**config.mk**
```make
export PLATFORM = sky130hd
export DESIGN_NAME = instr_fetch_queue
export DESIGN_NICKNAME = d
export VERILOG_FILES = /design/src/rtl/instr_fetch_queue_pkg.sv /design/src/rtl/instr_fetch_queue_fetch_fifo.sv /design/src/rtl/instr_fetch_queue.sv
export SDC_FILE = /design/constraint.sdc
export NUM_CORES = 1
export LEC_CHECK = 0
export ABC_CLOCK_PERIOD_IN_PS = 9200
export BUFFER_PORTS_ARGS = -buffer_cell sky130_fd_sc_hd__buf_4
export CAP_MARGIN = 20
export CORE_ASPECT_RATIO = 1.25
export CORE_MARGIN = 10
export CORE_UTILIZATION = 55
export CTS_BUF_LIST = sky130_fd_sc_hd__clkbuf_4
export CTS_CLUSTER_DIAMETER = 60
export DETAILED_ROUTE_END_ITERATION = 10
export GPL_TIMING_DRIVEN = 0
export PLACE_DENSITY = 0.76
export SLEW_MARGIN = 20
export SYNTH_ARGS = -nofsm -noshare
export SYNTH_HDL_FRONTEND = slang
export SYNTH_SLANG_ARGS = --single-unit
```
**constraint.sdc**
```tcl
create_clock -name clk -period 9.2 [get_ports clk]
set_clock_uncertainty 0.15 [all_clocks]
set_input_delay 0.46 -clock clk [delete_from_list [all_inputs] [get_ports clk]]
set_output_delay 0.46 -clock clk [all_outputs]
set_load 0.02 [all_outputs]
```
**src/rtl/instr_fetch_queue_pkg.sv**
```systemverilog
// Shared types and constants for the instruction fetch queue.
package instr_fetch_queue_pkg;
  localparam int WORD_W = 32;
  localparam int ADDR_W = 32;
  localparam logic [ADDR_W-1:0] RESET_PC_DEFAULT = 32'h0000_0000;

  typedef enum logic [1:0] {S_IDLE, S_REQ, S_DROP} fetch_state_t;

  typedef struct packed {
    logic [WORD_W-1:0] data;
    logic [ADDR_W-1:0] pc;
  } fetch_entry_t;
endpackage

```
**src/rtl/instr_fetch_queue_fetch_fifo.sv**
```systemverilog
// Synchronous prefetch FIFO with clear; head entry is read combinationally.
module fetch_fifo #(
  parameter int DEPTH = 4,
  parameter int W     = 64
) (
  input  logic                       clk,
  input  logic                       rst_n,
  input  logic                       push_i,
  input  logic                       pop_i,
  input  logic                       clear_i,
  input  logic [W-1:0]               din_i,
  output logic [W-1:0]               head_o,
  output logic [$clog2(DEPTH):0]     count_o
);
  localparam int AW = $clog2(DEPTH);

  logic [W-1:0]  mem_q [DEPTH];
  logic [AW-1:0] rd_q, wr_q;
  logic [AW:0]   cnt_q;

  // Storage is intentionally left unreset; only pointers and count carry state.
  always_ff @(posedge clk) begin
    if (push_i && !clear_i) mem_q[wr_q] <= din_i;
  end

  always_ff @(posedge clk or negedge rst_n) begin
    if (!rst_n) begin
      rd_q  <= '0;
      wr_q  <= '0;
      cnt_q <= '0;
    end else if (clear_i) begin
      rd_q  <= '0;
      wr_q  <= '0;
      cnt_q <= '0;
    end else begin
      if (push_i) wr_q <= wr_q + 1'b1;
      if (pop_i)  rd_q <= rd_q + 1'b1;
      cnt_q <= cnt_q + (AW+1)'(push_i) - (AW+1)'(pop_i);
    end
  end

  assign head_o  = mem_q[rd_q];
  assign count_o = cnt_q;
endmodule

```
**src/rtl/instr_fetch_queue.sv**
```systemverilog
// Instruction fetch front end: single-outstanding memory request FSM feeding a
// prefetch FIFO, with redirect flush and discard of in-flight data.
module instr_fetch_queue
  import instr_fetch_queue_pkg::*;
#(
  parameter int                DEPTH    = 4,
  parameter logic [ADDR_W-1:0] RESET_PC = RESET_PC_DEFAULT
) (
  input  logic                    clk,
  input  logic                    rst,
  output logic                    imem_req,
  output logic [ADDR_W-1:0]       imem_addr,
  input  logic                    imem_ack,
  input  logic [WORD_W-1:0]       imem_rdata,
  input  logic                    redirect_valid,
  input  logic [ADDR_W-1:0]       redirect_pc,
  output logic                    inst_valid,
  output logic [WORD_W-1:0]       inst,
  output logic [ADDR_W-1:0]       inst_pc,
  input  logic                    inst_ready,
  output logic [$clog2(DEPTH):0]  count
);
  localparam int CW = $clog2(DEPTH) + 1;

  fetch_state_t      state_q, state_d;
  logic [ADDR_W-1:0] fetch_pc_q, fetch_pc_d;
  logic [ADDR_W-1:0] addr_q, addr_d;
  logic              run_q;
  logic              ack, push, pop, room_now, room_after_push;
  logic [ADDR_W-1:0] redir_pc;
  fetch_entry_t      wr_entry, head;

  assign imem_req  = (state_q != S_IDLE);
  assign imem_addr = addr_q;
  assign ack       = imem_ack & imem_req;
  assign push      = ack & (state_q == S_REQ) & ~redirect_valid;
  assign pop       = inst_valid & inst_ready & ~redirect_valid;
  assign redir_pc  = redirect_pc & ~ADDR_W'(3);

  // Space rule: the next ack must always find a free slot.
  assign room_now        = count < CW'(DEPTH);
  assign room_after_push = (count + CW'(1)) < CW'(DEPTH);

  always_comb begin
    state_d    = state_q;
    fetch_pc_d = fetch_pc_q;
    addr_d     = addr_q;
    unique case (state_q)
      S_IDLE: begin
        if (redirect_valid) begin
          state_d    = S_REQ;
          fetch_pc_d = redir_pc;
          addr_d     = redir_pc;
        end else if (run_q && room_now) begin
          state_d = S_REQ;
          addr_d  = fetch_pc_q;
        end
      end
      S_REQ: begin
        if (redirect_valid) begin
          fetch_pc_d = redir_pc;
          if (ack) addr_d = redir_pc;
          else     state_d = S_DROP;
        end else if (ack) begin
          fetch_pc_d = addr_q + ADDR_W'(4);
          if (room_after_push) addr_d = addr_q + ADDR_W'(4);
          else                 state_d = S_IDLE;
        end
      end
      S_DROP: begin
        if (redirect_valid) begin
          fetch_pc_d = redir_pc;
          if (ack) begin
            state_d = S_REQ;
            addr_d  = redir_pc;
          end
        end else if (ack) begin
          if (room_now) begin
            state_d = S_REQ;
            addr_d  = fetch_pc_q;
          end else begin
            state_d = S_IDLE;
          end
        end
      end
      default: state_d = S_IDLE;
    endcase
  end

  // run_q holds off the first fetch one cycle so release is seen synchronously.
  always_ff @(posedge clk or negedge rst) begin
    if (!rst) begin
      state_q    <= S_IDLE;
      fetch_pc_q <= RESET_PC;
      addr_q     <= RESET_PC;
      run_q      <= 1'b0;
    end else begin
      state_q    <= state_d;
      fetch_pc_q <= fetch_pc_d;
      addr_q     <= addr_d;
      run_q      <= 1'b1;
    end
  end

  assign wr_entry = '{data: imem_rdata, pc: addr_q};

  fetch_fifo #(.DEPTH(DEPTH), .W($bits(fetch_entry_t))) u_fifo (
    .clk     (clk),
    .rst_n   (rst),
    .push_i  (push),
    .pop_i   (pop),
    .clear_i (redirect_valid),
    .din_i   (wr_entry),
    .head_o  (head),
    .count_o (count)
  );

  assign inst_valid = (count != '0);
  assign inst       = head.data;
  assign inst_pc    = head.pc;
endmodule

```
# Yosys cells after proc, flatten, opt, wreduce, memory -nomap -nowiden
# Memory sizes are Yosys's and may differ from the RTL's.
# Cells that the tools add are included.
dict set report word_totals {
  latchBits 0
  memories 1
  regBits 74
  ram_bits 256
  output_inout_bits 101
  rom_bits 0
  inputBits 69
}
# name depth width rd rd_ports_with_merged_regs write_ports line_no
set memory_table {}
lappend memory_table {u_fifo.mem_q 4 64 1 0 1 instr_fetch_queue_fetch_fifo.sv:17} ;# logic [W-1:0] mem_q [DEPTH];
dict set report op_classes {
  magnitude_cmp 2
  n_shift 0
  bitwise_logic 6
  n_mul 0
  mux 32
  div_mod_pow 0
  addsub 6
  eq_ne 11
  n_reduce_logical 14
}
# op count
set ops {}
lappend ops {{2-to-1 mux 32 bit} 12}
lappend ops {{one-hot mux 32 bit (3 select lines)} 1}
lappend ops {{one-hot mux 32 bit (2 select lines)} 1}
lappend ops {{adder 32 x 3 -> 32 bit, second input constant} 1}
lappend ops {{2-to-1 mux 2 bit} 13}
lappend ops {{!= test 3 bit, second input constant} 7}
lappend ops {{nonzero test 2 bit} 4}
lappend ops {{< comparator 3 bit, second input constant} 2}
lappend ops {{one-hot mux 2 bit (3 select lines)} 1}
lappend ops {{AND reduction 6 bit} 1}
lappend ops {{nonzero test 3 bit} 2}
lappend ops {{bitwise AND 1 bit} 5}
lappend ops {{AND reduction 5 bit} 1}
lappend ops {{adder 2 x 1 -> 2 bit, second input constant} 2}
lappend ops {{adder 3 x 1 -> 3 bit} 1}
lappend ops {{adder 3 x 1 -> 3 bit, second input constant} 1}
lappend ops {{2-to-1 mux 1 bit} 3}
lappend ops {{2-to-1 mux 3 bit} 1}
lappend ops {{AND reduction 3 bit} 1}
lappend ops {{subtractor 3 x 1 -> 3 bit} 1}
lappend ops {{== test 2 x 1 -> 1 bit, second input constant} 1}
lappend ops {{== test 2 bit, second input constant} 1}
lappend ops {{logical AND 1 bit} 2}
lappend ops {{logical NOT 2 bit} 1}
lappend ops {{other kinds (5)} 5}

# Logic depth before layout (Yosys ltp)
dict set report logic_depth {
  word_depth 7
  ltp_mapped 11
  depth_no_buf 10
}

# Hierarchy
# Synthesis repeated with hierarchy kept, for this count alone.
dict set report hier_totals {
  hier_cells 1045
  hier_area_um2 15036.9
}
# mod cells_each area_per_inst_um2 seq_area_each_um2 instances
set by_module_without_submodules {}
lappend by_module_without_submodules {fetch_fifo 372 9688.0 7862.5 1}
lappend by_module_without_submodules {instr_fetch_queue 673 5348.9 1676.6 1}

# Worst setup path after synthesis
# No wires, ideal clock.
dict set report synth_timing {
  kind {reg-to-reg}
  start {register state_q[0]}
  end {memory u_fifo.mem_q[0][0] (enable)}
  t_arrival_ns 2.942
  slack_ns 5.679
  stages_incl_launch_ff 8
  setup_ns 0.429
  period_less_slack_ns 3.521
  path_cell_list {dfrtp_1 inv_1 ha_1 buf_2 nor2b_1 clkbuf_1 clkbuf_1 and3_1}
}
dict set report synth_via {
  elab_chain_cells 7
}
# item line_no
set synth_rtl {}
lappend synth_rtl {{start, declared} instr_fetch_queue.sv:25} ;# fetch_state_t state_q, state_d;
lappend synth_rtl {{start signal, assigned} instr_fetch_queue.sv:98} ;# state_q <= state_d;
lappend synth_rtl {{nonzero test 2 bit} instr_fetch_queue.sv:33} ;# assign imem_req = (state_q != S_IDLE);
lappend synth_rtl {{bitwise AND 1 bit} instr_fetch_queue.sv:35} ;# assign ack = imem_ack & imem_req;
lappend synth_rtl {{bitwise AND 1 bit (*) (2 in a row)} instr_fetch_queue.sv:36} ;# assign push = ack & (state_q == S_REQ) & ~redirect_valid;
lappend synth_rtl {{logical AND 1 bit (*)} instr_fetch_queue_fetch_fifo.sv:23} ;# if (push_i && !clear_i) mem_q[wr_q] <= din_i;
lappend synth_rtl {{2-to-1 mux 1 bit (*)} instr_fetch_queue_fetch_fifo.sv:23}
lappend synth_rtl {{2-to-1 mux 1 bit (implied by the code) (*)} instr_fetch_queue_fetch_fifo.sv:23}
lappend synth_rtl {{end, declared} instr_fetch_queue_fetch_fifo.sv:17}
# Every way passes the cells marked *; elsewhere a longest branch is shown, timed or not.

# Final worst setup path
dict set report layout_timing {
  start {register u_fifo.rd_q[0]}
  end {output port inst[14]}
}
dict set report layout_via {
  elab_chain_cells 1
}
# item line_no
set layout_rtl {}
lappend layout_rtl {{start, declared} instr_fetch_queue_fetch_fifo.sv:18} ;# logic [AW-1:0] rd_q, wr_q;
lappend layout_rtl {{start signal, assigned} instr_fetch_queue_fetch_fifo.sv:37} ;# if (pop_i) rd_q <= rd_q + 1'b1;
lappend layout_rtl {{memory (4 x 64 bit)} -}
lappend layout_rtl {{end, declared} instr_fetch_queue.sv:18} ;# output logic [WORD_W-1:0] inst,
# Every way passes these cells.

==> impl_results.md <==
- Ports: 170
- Total Wirelength: 41.9 mm
- Worst path max stage delay: 0.61 ns
- Final Hold Viols: 0
- Clk slew on worst S/H paths: 0.06 ns
- Comb pwr share: 0.442
- Die Width: 168 µm
- CP max-delay cell: buf_1
- DP Wirelength: 27.9 mm
- Mapped Avg Cell Area: 14.3 µm²
- FP Rows: 67
- Root Driver: clkbuf_4
- Worst-path cell chain: buf_1 > buf_2 > mux4_2 > buf_4
- Initial DRT Pass Iterations: 8
- Sw Pwr: 2.45 mW
- Ys async rst share: 0.224
- Worst Max-Slew Pin Slew: 1.05 ns
- Complex-gate fraction of the synthesized area: 0.0898
- Synthesis Warnings: 0
- Syn Nets: 1142
- CTS tree: built
- Die Y: 206 µm
- Non-filler cells, final: 1786
- Mux cell area share after synthesis: 0.124
- Post-route minimum period: 3.51 ns
- EDFF count, synth: 256
- Fillcell total: 1937
- Largest net degree at the start of global routing: 75
- Max IR drop VDD: 0.359 mV
- Synth Instances: 1061
- Clock network power share: 0.204
- Gr ovfl total: 0
- Die ar.: 34600 µm²
- Worst Hold Class: in2reg
- Final Max Tran Viols: 0
- I/O Buffers: 167
- Placed cells: 1577
- Most common cell after layout, fill and taps aside: edfxtp_1
- Synth cell types: 76
- Crit-path leading delay family: buffers and inverters
- Mapped Area: 15100 µm²
- Post-Synth Adder-Cell Area: 0.0104
- Clock buffer depth: 3
- H-tree depth: 3
- CP endpoint kind: output pin
- Post-synth top flop: edfxtp_1
- Postcts setup bufs: 0
- Global-route wire length before repair: 64.8 mm
- CP max FO: 10
- CP Launch Type: flop
- Share of layout cells above drive strength 1: 0.294
- Wire length per cell: 23.4 µm
- GRT Overall Usage: 0.240
- TritonCTS buffer count: 82
- Setup CP Type: reg2out
- WP data required: 8.59 ns
- Initial antenna violation count: 1
- Core area: 27000 µm²
- Via count: 10822
- Simple-gate share of the synthesized area: 0.0951
- Nets: 1461
- Relative slew slack: 0.303
- Xor/xnor share of the synthesized area: 0.0162
- Switch share: 0.405
- Vias per inst: 6.06
- Setup TNS: 0 ns
- Largest family of logic cells by synthesized area: multiplexers
- Outcome: completed
- Most frequent cells in the layout: edfxtp_1 (256), buf_4 (172), clkbuf_4 (123), nand2_1 (93), dfrtp_1 (74)
- Clock latency on the worst-skew pair: 0.74 ns
- Area delta synth->final: 23.1%
- FF/Latch Area: 9540 µm²
- Cell Pwr Density: 324 nW/µm²
- Post-route antenna net violation count: 0
- Max-cap viol count: 0
- Max Clock Freq: 0.285 GHz
- Flops & latches, synth: 330
- Sequential cell fraction of total power: 0.354
- Placer Congestion: 0.947
- RSZ-0062 raised after global routing: false
- Starting Density: 0.561
- Final setup viols: 0
- Sequential area share after synthesis: 0.630
- DRC Markers: 0
- Multi-input gate area: 5110 µm²
- Internal power: 3.59 mW
- Crit path buf inv count: 3
- Static Leak: 6.92 nW
- Clock sink total: 330
- Arrival time at the worst endpoint: 2.90 ns
- 1st-iter DRT viols: 1120
- Fin crit share: 0.382
- Vias in the first global route: 11336
## cell type report
type,instances,area share
clock inverter,19,0.00691
timing repair buffer,235,0.107
inverter,22,0.00443
tap,345,0.0232
antenna,3,0.000403
multi-input combinational,634,0.274
clock buffer,123,0.0495
sequential,330,0.512
buffer,75,0.0233
## path summary, 6_finish.rpt
path / from / to / slack (ns) / depth (start not counted)
max: u_fifo.rd_q[0] / inst[14] / 5.69 / 4
min: imem_ack / imem_addr[27] / 0.23 / 5
max reg2reg: state_q[1] / u_fifo.mem_q[1][37] / 5.94 / 7
min reg2reg: fetch_pc_q[1] / fetch_pc_q[1] / 0.32 / 2
max in group asynchronous: rst / imem_addr[8] / 7.90 / 2
min in group asynchronous: rst / imem_addr[29] / 0.30 / 2
## timing repair
| item | 4_1_cts | 5_1_grt |
|---|---|---|
| hold buffers | 64 | 0 |
| hold endpoints to repair | 240 | 0 |
| resized for setup | 0 | 0 |
## metal layers
metal,part of all wire,global-route usage,vias to the layer above
li1,-,-,4824
met1,0.38,0.294,5304
met2,0.49,0.395,572
met3,0.087,0.0620,122
met4,0.036,0.106,0
met5,0,0,-
## logic make-up after synthesis
group / after synthesis
other cells: 1
simple gates: 274
compound gates: 212
flops: 330
fa+ha+maj: 12
xor+xnor: 28
buf+inv: 97
mux: 107
## cells in the mapped netlist, drive strengths merged (4+ instances only)
cell type / count / area, µm²
a41oi: 4 / 35.0
nand2b: 8 / 50.1
o22ai: 5 / 31.3
nand4: 15 / 130
a31oi: 9 / 56.3
nor2: 43 / 161
o21ai: 70 / 350
a211oi: 11 / 82.6
nor4: 11 / 90.1
nor2b: 10 / 62.6
inv: 22 / 82.6
xor2: 13 / 114
edfxtp: 256 / 7690
and3: 13 / 81.3
and2: 8 / 50.1
ha: 11 / 138
and4: 8 / 72.6
o31ai: 15 / 113
mux2i: 35 / 350
a221oi: 5 / 43.8
nor3: 20 / 105
a21oi: 45 / 236
mux4: 64 / 1440
nand2: 94 / 360
nand3: 25 / 130
o221ai: 9 / 78.8
or3: 4 / 25.0
clkbuf: 50 / 259
buf: 23 / 134
a32o: 4 / 40.0
dfrtp: 74 / 1850
xnor2: 15 / 131
mux2: 8 / 90.1
o211ai: 10 / 75.1
## worst min-delay path, stage by stage
cell and delay, ns:
buf_4 0.12, nand3b_1 0.10, o211ai_1 0.15, a31oi_1 0.11
o22ai_1 0.12
## per-stage QoR
stage	hold WS (ns)	area (µm²)	util	worst slack (ns)	total power, mW
6_report	0.234	18600	0.691	5.69	6.04
3_3_place_gp	0.306	16800	0.623	4.05	4.72
2_1_floorplan	0.0144	15100	-	5.68	3.79
3_5_place_dp	0.314	16900	0.628	5.94	4.77
4_1_cts	0.195	18600	0.690	5.55	6.03
5_1_grt	0.233	18600	0.691	5.44	6.37
## power by group through the flow
stage	logic, mW	clock network, mW	registers [mW]
final	2.67	1.23	2.14
after global routing	2.86	1.34	2.17
after detailed placement	2.61	0	2.16
after floorplan	1.64	0	2.16
after CTS	2.64	1.26	2.13
after global placement	2.56	0	2.15
## registers in the layout (all words and copies together), names as in the netlist
| signal | cells |
|---|---|
| u_fifo.count_o | 3 |
| imem_addr | 32 |
| u_fifo.mem_q | 256 |
| fetch_pc_q | 32 |
| state_q | 2 |
| u_fifo.wr_q | 2 |
| run_q | 1 |
| u_fifo.rd_q | 2 |
No activity file was read; power rests on OpenSTA's default activity.
